File: src/rtl/vga_grid_cursor_if.sv
// Signal bundle between the VGA timing source, the buttons and the grid/cursor pixel stage.
// The slave side is the pixel stage; the master side drives timing/buttons and observes the result.
interface vga_grid_cursor_if;
  logic [9:0] posx;
  logic [9:0] posy;
  logic       h_sync;
  logic       v_sync;
  logic       blank_n;
  logic       btn_up;
  logic       btn_down;
  logic       btn_left;
  logic       btn_right;
  logic       btn_sel;
  logic [7:0] vga_r;
  logic [7:0] vga_g;
  logic [7:0] vga_b;
  logic       h_sync_o;
  logic       v_sync_o;
  logic       blank_n_o;
  logic       sync_n_o;
  logic [1:0] cursor_row;
  logic [1:0] cursor_col;
  logic [8:0] marks;

  modport slave (
    input  posx, posy, h_sync, v_sync, blank_n,
    input  btn_up, btn_down, btn_left, btn_right, btn_sel,
    output vga_r, vga_g, vga_b, h_sync_o, v_sync_o, blank_n_o, sync_n_o,
    output cursor_row, cursor_col, marks
  );

  modport master (
    output posx, posy, h_sync, v_sync, blank_n,
    output btn_up, btn_down, btn_left, btn_right, btn_sel,
    input  vga_r, vga_g, vga_b, h_sync_o, v_sync_o, blank_n_o, sync_n_o,
    input  cursor_row, cursor_col, marks
  );
endinterface

File: src/rtl/vga_grid_cursor.sv
// 3x3 grid overlay with a button-driven cursor and per-cell marks, two-clock pixel pipeline.
// Button events are debounced by one shared FSM and applied only at the start of a frame.
module vga_grid_cursor #(
  parameter int H_START = 144,
  parameter int V_START = 35,
  parameter int GRID_X0 = 80,
  parameter int CELL_PX = 160,
  parameter int LINE_W  = 4,
  parameter int DEB_CYC = 250000
) (
  input logic            clk,
  input logic            rst_n,
  vga_grid_cursor_if.slave vga
);
  localparam int CNT_W = (DEB_CYC > 1) ? $clog2(DEB_CYC) : 1;
  localparam logic [CNT_W-1:0] LAST = CNT_W'(DEB_CYC - 1);
  localparam logic [9:0] HS   = 10'(H_START);
  localparam logic [9:0] HE   = 10'(H_START + 640);
  localparam logic [9:0] VS   = 10'(V_START);
  localparam logic [9:0] VE   = 10'(V_START + 480);
  localparam logic [9:0] GX0  = 10'(GRID_X0);
  localparam logic [9:0] C1   = 10'(CELL_PX);
  localparam logic [9:0] C2   = 10'(2 * CELL_PX);
  localparam logic [9:0] GW   = 10'(3 * CELL_PX);
  localparam logic [9:0] LW   = 10'(LINE_W);
  localparam logic [9:0] EDGE = 10'(3 * CELL_PX - LINE_W);

  typedef enum logic [1:0] {IDLE, DEB, HOLD} state_t;
  typedef enum logic [2:0] {EV_UP, EV_DOWN, EV_LEFT, EV_RIGHT, EV_SEL} ev_t;

  function automatic ev_t pick(input logic [4:0] b);
    if (b[0])      return EV_UP;
    else if (b[1]) return EV_DOWN;
    else if (b[2]) return EV_LEFT;
    else if (b[3]) return EV_RIGHT;
    else           return EV_SEL;
  endfunction

  function automatic logic [3:0] cell_idx(input logic [1:0] r, input logic [1:0] c);
    return {2'b00, r} * 4'd3 + {2'b00, c};
  endfunction

  logic [4:0]       btn_raw, btn_s1, btn_s2;
  state_t           state;
  ev_t              ev_lat, pend_ev;
  logic             pend_vld;
  logic [CNT_W-1:0] cnt;
  logic             vs_prev, fs;
  logic [1:0]       row, col;
  logic [8:0]       marks;
  logic [3:0]       cur_idx;

  assign btn_raw = {vga.btn_sel, vga.btn_right, vga.btn_left, vga.btn_down, vga.btn_up};
  assign fs      = vs_prev & ~vga.v_sync;
  assign cur_idx = cell_idx(row, col);

  always_ff @(posedge clk or negedge rst_n) begin
    if (!rst_n) begin
      btn_s1  <= '0;
      btn_s2  <= '0;
      vs_prev <= 1'b1;
    end else begin
      btn_s1  <= btn_raw;
      btn_s2  <= btn_s1;
      vs_prev <= vga.v_sync;
    end
  end

  // A completion on a frame-start cycle lands in the slot being drained and waits a frame.
  always_ff @(posedge clk or negedge rst_n) begin
    if (!rst_n) begin
      state    <= IDLE;
      ev_lat   <= EV_UP;
      cnt      <= '0;
      pend_vld <= 1'b0;
      pend_ev  <= EV_UP;
      row      <= 2'd1;
      col      <= 2'd1;
      marks    <= '0;
    end else begin
      if (fs) begin
        if (pend_vld) begin
          case (pend_ev)
            EV_UP:    row <= (row == 2'd0) ? 2'd2 : row - 2'd1;
            EV_DOWN:  row <= (row == 2'd2) ? 2'd0 : row + 2'd1;
            EV_LEFT:  col <= (col == 2'd0) ? 2'd2 : col - 2'd1;
            EV_RIGHT: col <= (col == 2'd2) ? 2'd0 : col + 2'd1;
            EV_SEL:   marks[cur_idx] <= ~marks[cur_idx];
            default:  ;
          endcase
        end
        pend_vld <= 1'b0;
      end
      case (state)
        IDLE: if (|btn_s2) begin
          ev_lat <= pick(btn_s2);
          cnt    <= '0;
          state  <= DEB;
        end
        DEB: begin
          if (!btn_s2[ev_lat]) begin
            state <= IDLE;
          end else if (cnt == LAST) begin
            state <= HOLD;
            if (!pend_vld || fs) begin
              pend_vld <= 1'b1;
              pend_ev  <= ev_lat;
            end
          end else begin
            cnt <= cnt + CNT_W'(1);
          end
        end
        HOLD:    if (~|btn_s2) state <= IDLE;
        default: state <= IDLE;
      endcase
    end
  end

  // Stage 1: position relative to the active window
  logic [9:0] ax_p1, ay_p1;
  logic       act_p1, hs_p1, vs_p1, bl_p1;

  always_ff @(posedge clk) begin
    ax_p1 <= vga.posx - HS;
    ay_p1 <= vga.posy - VS;
  end

  always_ff @(posedge clk or negedge rst_n) begin
    if (!rst_n) begin
      act_p1 <= 1'b0;
      hs_p1  <= 1'b1;
      vs_p1  <= 1'b1;
      bl_p1  <= 1'b0;
    end else begin
      act_p1 <= (vga.posx >= HS) && (vga.posx < HE) && (vga.posy >= VS) && (vga.posy < VE);
      hs_p1  <= vga.h_sync;
      vs_p1  <= vga.v_sync;
      bl_p1  <= vga.blank_n;
    end
  end

  // Stage 2: cell lookup by comparison and colour selection
  logic [9:0]  gx, ox, oy;
  logic [1:0]  c2, r2;
  logic        in_grid, line, is_cur, is_mk;
  logic [23:0] rgb_nx, rgb_p2;
  logic        hs_p2, vs_p2, bl_p2, sn_p2;

  always_comb begin
    gx      = ax_p1 - GX0;
    in_grid = act_p1 && bl_p1 && (gx < GW);
    c2      = (gx < C1) ? 2'd0 : (gx < C2) ? 2'd1 : 2'd2;
    r2      = (ay_p1 < C1) ? 2'd0 : (ay_p1 < C2) ? 2'd1 : 2'd2;
    ox      = gx - ((c2 == 2'd0) ? 10'd0 : (c2 == 2'd1) ? C1 : C2);
    oy      = ay_p1 - ((r2 == 2'd0) ? 10'd0 : (r2 == 2'd1) ? C1 : C2);
    line    = (ox < LW) || (oy < LW) || (gx >= EDGE) || (ay_p1 >= EDGE);
    is_cur  = (r2 == row) && (c2 == col);
    is_mk   = marks[cell_idx(r2, c2)];
    rgb_nx  = 24'h000000;
    if (in_grid) begin
      if (line)                 rgb_nx = 24'hFFFFFF;
      else if (is_cur && is_mk) rgb_nx = 24'hFF00FF;
      else if (is_cur)          rgb_nx = 24'h0000FF;
      else if (is_mk)           rgb_nx = 24'hFF0000;
    end
  end

  always_ff @(posedge clk or negedge rst_n) begin
    if (!rst_n) begin
      rgb_p2 <= '0;
      hs_p2  <= 1'b1;
      vs_p2  <= 1'b1;
      bl_p2  <= 1'b0;
      sn_p2  <= 1'b0;
    end else begin
      rgb_p2 <= rgb_nx;
      hs_p2  <= hs_p1;
      vs_p2  <= vs_p1;
      bl_p2  <= bl_p1;
      sn_p2  <= hs_p1 ^ vs_p1;
    end
  end

  assign vga.vga_r      = rgb_p2[23:16];
  assign vga.vga_g      = rgb_p2[15:8];
  assign vga.vga_b      = rgb_p2[7:0];
  assign vga.h_sync_o   = hs_p2;
  assign vga.v_sync_o   = vs_p2;
  assign vga.blank_n_o  = bl_p2;
  assign vga.sync_n_o   = sn_p2;
  assign vga.cursor_row = row;
  assign vga.cursor_col = col;
  assign vga.marks      = marks;
endmodule
File: src/flat_wrapper.sv
// flat-port wrapper written by rule: the top's interface ports become plain ports
module vga_grid_cursor_flat 
#(
  parameter int H_START = 144,
  parameter int V_START = 35,
  parameter int GRID_X0 = 80,
  parameter int CELL_PX = 160,
  parameter int LINE_W  = 4,
  parameter int DEB_CYC = 250000
)
  (clk, rst_n, vga_posx, vga_posy, vga_h_sync, vga_v_sync, vga_blank_n, vga_btn_up, vga_btn_down, vga_btn_left, vga_btn_right, vga_btn_sel, vga_vga_r, vga_vga_g, vga_vga_b, vga_h_sync_o, vga_v_sync_o, vga_blank_n_o, vga_sync_n_o, vga_cursor_row, vga_cursor_col, vga_marks);
  vga_grid_cursor_if vga_i ();
  input logic clk;
  input logic rst_n;
  input wire logic [$bits(vga_i.posx)-1:0] vga_posx;
  input wire logic [$bits(vga_i.posy)-1:0] vga_posy;
  input wire logic [$bits(vga_i.h_sync)-1:0] vga_h_sync;
  input wire logic [$bits(vga_i.v_sync)-1:0] vga_v_sync;
  input wire logic [$bits(vga_i.blank_n)-1:0] vga_blank_n;
  input wire logic [$bits(vga_i.btn_up)-1:0] vga_btn_up;
  input wire logic [$bits(vga_i.btn_down)-1:0] vga_btn_down;
  input wire logic [$bits(vga_i.btn_left)-1:0] vga_btn_left;
  input wire logic [$bits(vga_i.btn_right)-1:0] vga_btn_right;
  input wire logic [$bits(vga_i.btn_sel)-1:0] vga_btn_sel;
  output wire logic [$bits(vga_i.vga_r)-1:0] vga_vga_r;
  output wire logic [$bits(vga_i.vga_g)-1:0] vga_vga_g;
  output wire logic [$bits(vga_i.vga_b)-1:0] vga_vga_b;
  output wire logic [$bits(vga_i.h_sync_o)-1:0] vga_h_sync_o;
  output wire logic [$bits(vga_i.v_sync_o)-1:0] vga_v_sync_o;
  output wire logic [$bits(vga_i.blank_n_o)-1:0] vga_blank_n_o;
  output wire logic [$bits(vga_i.sync_n_o)-1:0] vga_sync_n_o;
  output wire logic [$bits(vga_i.cursor_row)-1:0] vga_cursor_row;
  output wire logic [$bits(vga_i.cursor_col)-1:0] vga_cursor_col;
  output wire logic [$bits(vga_i.marks)-1:0] vga_marks;
  assign vga_i.posx = vga_posx;
  assign vga_i.posy = vga_posy;
  assign vga_i.h_sync = vga_h_sync;
  assign vga_i.v_sync = vga_v_sync;
  assign vga_i.blank_n = vga_blank_n;
  assign vga_i.btn_up = vga_btn_up;
  assign vga_i.btn_down = vga_btn_down;
  assign vga_i.btn_left = vga_btn_left;
  assign vga_i.btn_right = vga_btn_right;
  assign vga_i.btn_sel = vga_btn_sel;
  assign vga_vga_r = vga_i.vga_r;
  assign vga_vga_g = vga_i.vga_g;
  assign vga_vga_b = vga_i.vga_b;
  assign vga_h_sync_o = vga_i.h_sync_o;
  assign vga_v_sync_o = vga_i.v_sync_o;
  assign vga_blank_n_o = vga_i.blank_n_o;
  assign vga_sync_n_o = vga_i.sync_n_o;
  assign vga_cursor_row = vga_i.cursor_row;
  assign vga_cursor_col = vga_i.cursor_col;
  assign vga_marks = vga_i.marks;
  vga_grid_cursor #(.H_START(H_START), .V_START(V_START), .GRID_X0(GRID_X0), .CELL_PX(CELL_PX), .LINE_W(LINE_W), .DEB_CYC(DEB_CYC)) u_core (.clk(clk), .rst_n(rst_n), .vga(vga_i));
endmodule
File: config.mk
export PLATFORM = sky130hd
export DESIGN_NAME = vga_grid_cursor_flat
export DESIGN_NICKNAME = d
export VERILOG_FILES = /design/src/rtl/vga_grid_cursor_if.sv /design/src/rtl/vga_grid_cursor.sv /design/src/flat_wrapper.sv
export SDC_FILE = /design/constraint.sdc
export NUM_CORES = 1
export LEC_CHECK = 0
export CORE_UTILIZATION = 25
export DETAILED_ROUTE_END_ITERATION = 12
export DONT_BUFFER_PORTS = 1
export SLEW_MARGIN = 20
export SYNTH_ARGS = -nofsm -noshare
export SYNTH_HDL_FRONTEND = slang
export SYNTH_SLANG_ARGS = --single-unit
File: constraint.sdc
create_clock -name clk -period 7.5 [get_ports clk]
set_clock_uncertainty 0.1 [all_clocks]
set_input_delay 1.125 -clock clk [delete_from_list [all_inputs] [get_ports clk]]
set_output_delay 1.125 -clock clk [all_outputs]
set_load 0.005 [all_outputs]
==> results.txt <==
Max IR drop VDD -> 0.109 mV
Clock Latency Late Sink -> 340 ps
Hold Violations, Final -> 0
worst r2r path cells -> 16
CP endpoint -> u_core.rgb_p2[22]
Die X -> 137 µm
post-route ant nets -> 0
Crit Path Category -> reg2reg
CP Buf/Inv Count -> 3
H-tree levels -> 3
Yosys warnings -> 0
CTS Buf Count -> 9
Antenna Cells -> 0
crit-path leading delay family -> adder cells
Cell Area, Synth -> 4590 µm²
Mapped Nets -> 528
Cell variety after synth -> 68
drt first pass iters -> 4
Routed Wire Length -> 9800 µm
share of layout cells above drive strength 1 -> 11.9%
R2R Path End -> u_core.rgb_p2[22]
number of flops mapped to enable cells by yosys -> 0
Hold-fix buffers, CTS -> 0
Synth Flop Type -> dfrtp_1
Comb power frac -> 23.2%
CP cell instances -> inv_1 -> ha_1 -> or4b_4 -> o21ai_2 -> a22oi_1 -> o21a_1 -> fa_1 -> inv_1 -> ha_1 -> inv_1 -> fa_1 -> mux4_2 -> a21oi_1 -> nor2_1 -> a31oi_1 -> a21oi_1
final non-filler cell total -> 684
Lkg Pwr -> 2.14 nW
RSZ-0062 raised after global routing -> false
critical path startpoint -> u_core.ax_p1[4]
PnR Total Power -> 1.22 mW
worst path arrival time -> 4200 ps
worst rel slew slack -> 41.7%
first-pass GRT wire length -> 16300 µm
Die H -> 137 µm
Int Pwr -> 0.829 mW
largest net degree at the start of global routing -> 62
Mapped Cells -> 468
Switch Pwr -> 0.394 mW
initial DRC count -> 212
DP Area -> 4680 µm²
sw frac -> 32.2%
period utilization -> 54.4%
setup TNS -> 0 ps
Min-Delay Path Class -> reg2reg
commonest cells after routing, fill and taps aside -> dfrtp_1 (55), nor2_1 (38), nand2_1 (35)
Setup crit start kind -> register
filler cell count -> 1844
DRC Markers -> 0
Reg2Reg Setup Slack -> 3420 ps
Worst Path Required -> 7620 ps
asr flop ratio synth -> 79.2%
Max Clk Rate -> 245 MHz
crit-path most repeated cell -> inv_1
slew at the pin with the worst max-slew slack -> 862 ps
CTS max path bufs -> 2
vias in the first global route -> 3381
Placed Instances -> 668
PD cells -> 245 nW/µm²
initial antenna violation count -> 0
register area share after synthesis -> 40.4%
Root Driver -> clkbuf_16
die footprint -> 18900 µm²
Critical Path End Type -> register
fin nets -> 510
post-CTS sizing -> 0
clock power share -> 36.9%
setup violators final -> 0
commonest non-fill, non-tap cell in the layout -> dfrtp_1
Vias -> 3267
crit path max fanout -> 12
worst r2r src -> u_core.ax_p1[4]
Synth Area per Inst -> 9.80 µm²
synthesis-to-layout area growth -> 8.62%
fin area -> 4980 µm²
CTS tree -> yes
global placement routability congestion -> 0.856
Slew Limit Fails -> 0
critical path's largest stage delay -> 550 ps
core box area -> 18000 µm²
Rows -> 49
total I/O pin count -> 71
Clock transition at path regs -> 70 ps
Yosys reg bits -> 77
DP HPWL -> 7300 µm
slowest CP cell -> or4b_4
clock sink total -> 77
mean routed wirelength per cell -> 14.3 µm
grt total ovfl -> 0
postcts setup bufs -> 0
Flop pwr share -> 39.9%
status -> finished, final reports clean
Critical Path Stages -> 16
vias per cell -> 4.78
Initial Util -> 25.5%
max-cap violations -> 0
PortBufs -> 0
Final min period -> 4080 ps
gr usage total -> 11.4%
Yosys cell counts, types with 3 or more instances:
cell type | number | area share, %
dfrtp_1 | 55 | 30
nor2_1 | 38 | 3.1
nand2_1 | 35 | 2.9
inv_1 | 33 | 2.7
ha_1 | 24 | 6.5
buf_4 | 22 | 3.6
a21oi_1 | 18 | 2.0
nand3_1 | 17 | 1.9
dfxtp_1 | 16 | 7.0
xor2_1 | 16 | 3.1
o21ai_0 | 15 | 1.6
mux2_2 | 13 | 3.2
nor3_1 | 13 | 1.4
xnor2_1 | 10 | 1.9
or4_1 | 8 | 1.3
nand4_1 | 7 | 0.95
nor2b_1 | 7 | 0.95
o211ai_1 | 7 | 1.1
a21o_1 | 6 | 0.98
dfstp_2 | 6 | 3.4
fa_1 | 6 | 2.6
nand2b_1 | 6 | 0.82
and3_1 | 5 | 0.68
clkbuf_1 | 5 | 0.41
nand3b_1 | 5 | 0.82
nor4_1 | 5 | 0.68
mux4_2 | 4 | 2.0
o21a_1 | 4 | 0.65
o31a_1 | 4 | 0.76
o31ai_1 | 4 | 0.65
or3_1 | 4 | 0.55
a31oi_1 | 3 | 0.41
mux2i_1 | 3 | 0.65
nand4b_1 | 3 | 0.57
through the flow:
stage / worst slack, ps / hold WS [ps] / util [%]
2_1_floorplan: 3810 / 231 / -
3_5_place_dp: 3410 / 237 / 26.0
4_1_cts: 3410 / 248 / 27.7
6_report: 3420 / 248 / 27.7
3_3_place_gp: 3530 / 238 / 26.0
5_1_grt: 3170 / 259 / 27.7
registers in the layout (all words and copies together), names as in the netlist, 2 cells and up:
signal,count
u_core.vga.cursor_row,2
u_core.btn_s1,5
u_core.ay_p1,8
u_core.pend_ev,3
u_core.vga.cursor_col,2
u_core.ev_lat,3
u_core.ax_p1,8
u_core.rgb_p2,3
u_core.vga.marks,9
u_core.btn_s2,5
u_core.state,2
u_core.cnt,18
cell type report:
type | count | area, µm² | area share, %
clock buffer | 10 | 239 | 4.80
clock inverter | 6 | 67.6 | 1.36
inverter | 34 | 129 | 2.59
multi-input combinational | 327 | 2400 | 48.1
sequential | 77 | 1850 | 37.2
tap | 229 | 287 | 5.75
timing repair buffer | 1 | 7.51 | 0.151
power groups by stage:
stage / sequential, mW / clock (mW) / combinational [mW]
after global placement: 0.494 / 0 / 0.275
after detailed placement: 0.495 / 0 / 0.283
after global routing: 0.496 / 0.490 / 0.322
after floorplan: 0.481 / 0 / 0.246
final: 0.488 / 0.452 / 0.283
after CTS: 0.487 / 0.468 / 0.285
logic make-up (layout without fill, tap and decap cells):
| logic type | Yosys count | count (layout) | share of synthesized area [%] |
|---|---|---|---|
| compound gates | 84 | 84 | 13.0 |
| simple gates | 167 | 167 | 19.3 |
| flops | 77 | 77 | 40.4 |
| mux | 20 | 20 | 5.81 |
| buf+inv | 64 | 51 | 7.28 |
| fa+ha+maj | 30 | 30 | 9.17 |
| xor+xnor | 26 | 26 | 4.96 |
worst min path at each step:
stage,from,endpoint,slack (ps),cells past startpoint
after floorplan,u_core.btn_s1[0],u_core.btn_s2[0],230,0
after global placement,u_core.btn_s1[0],u_core.btn_s2[0],240,0
after detailed placement,u_core.btn_s1[0],u_core.btn_s2[0],240,0
after CTS,u_core.btn_s1[3],u_core.btn_s2[3],250,0
after global routing,u_core.btn_s1[3],u_core.btn_s2[3],260,0
final,u_core.btn_s1[3],u_core.btn_s2[3],250,0
metal layers:
| layer | GRT usage (%) | vias up | part of all wire, % |
|---|---|---|---|
| met5 | 0 | - | 0 |
| met4 | 5.19 | 0 | 1.9 |
| met3 | 3.46 | 17 | 4.7 |
| met2 | 19.3 | 57 | 49 |
| met1 | 13.1 | 1577 | 45 |
| li1 | - | 1616 | - |
No activity file was read; power rests on OpenSTA's default activity.
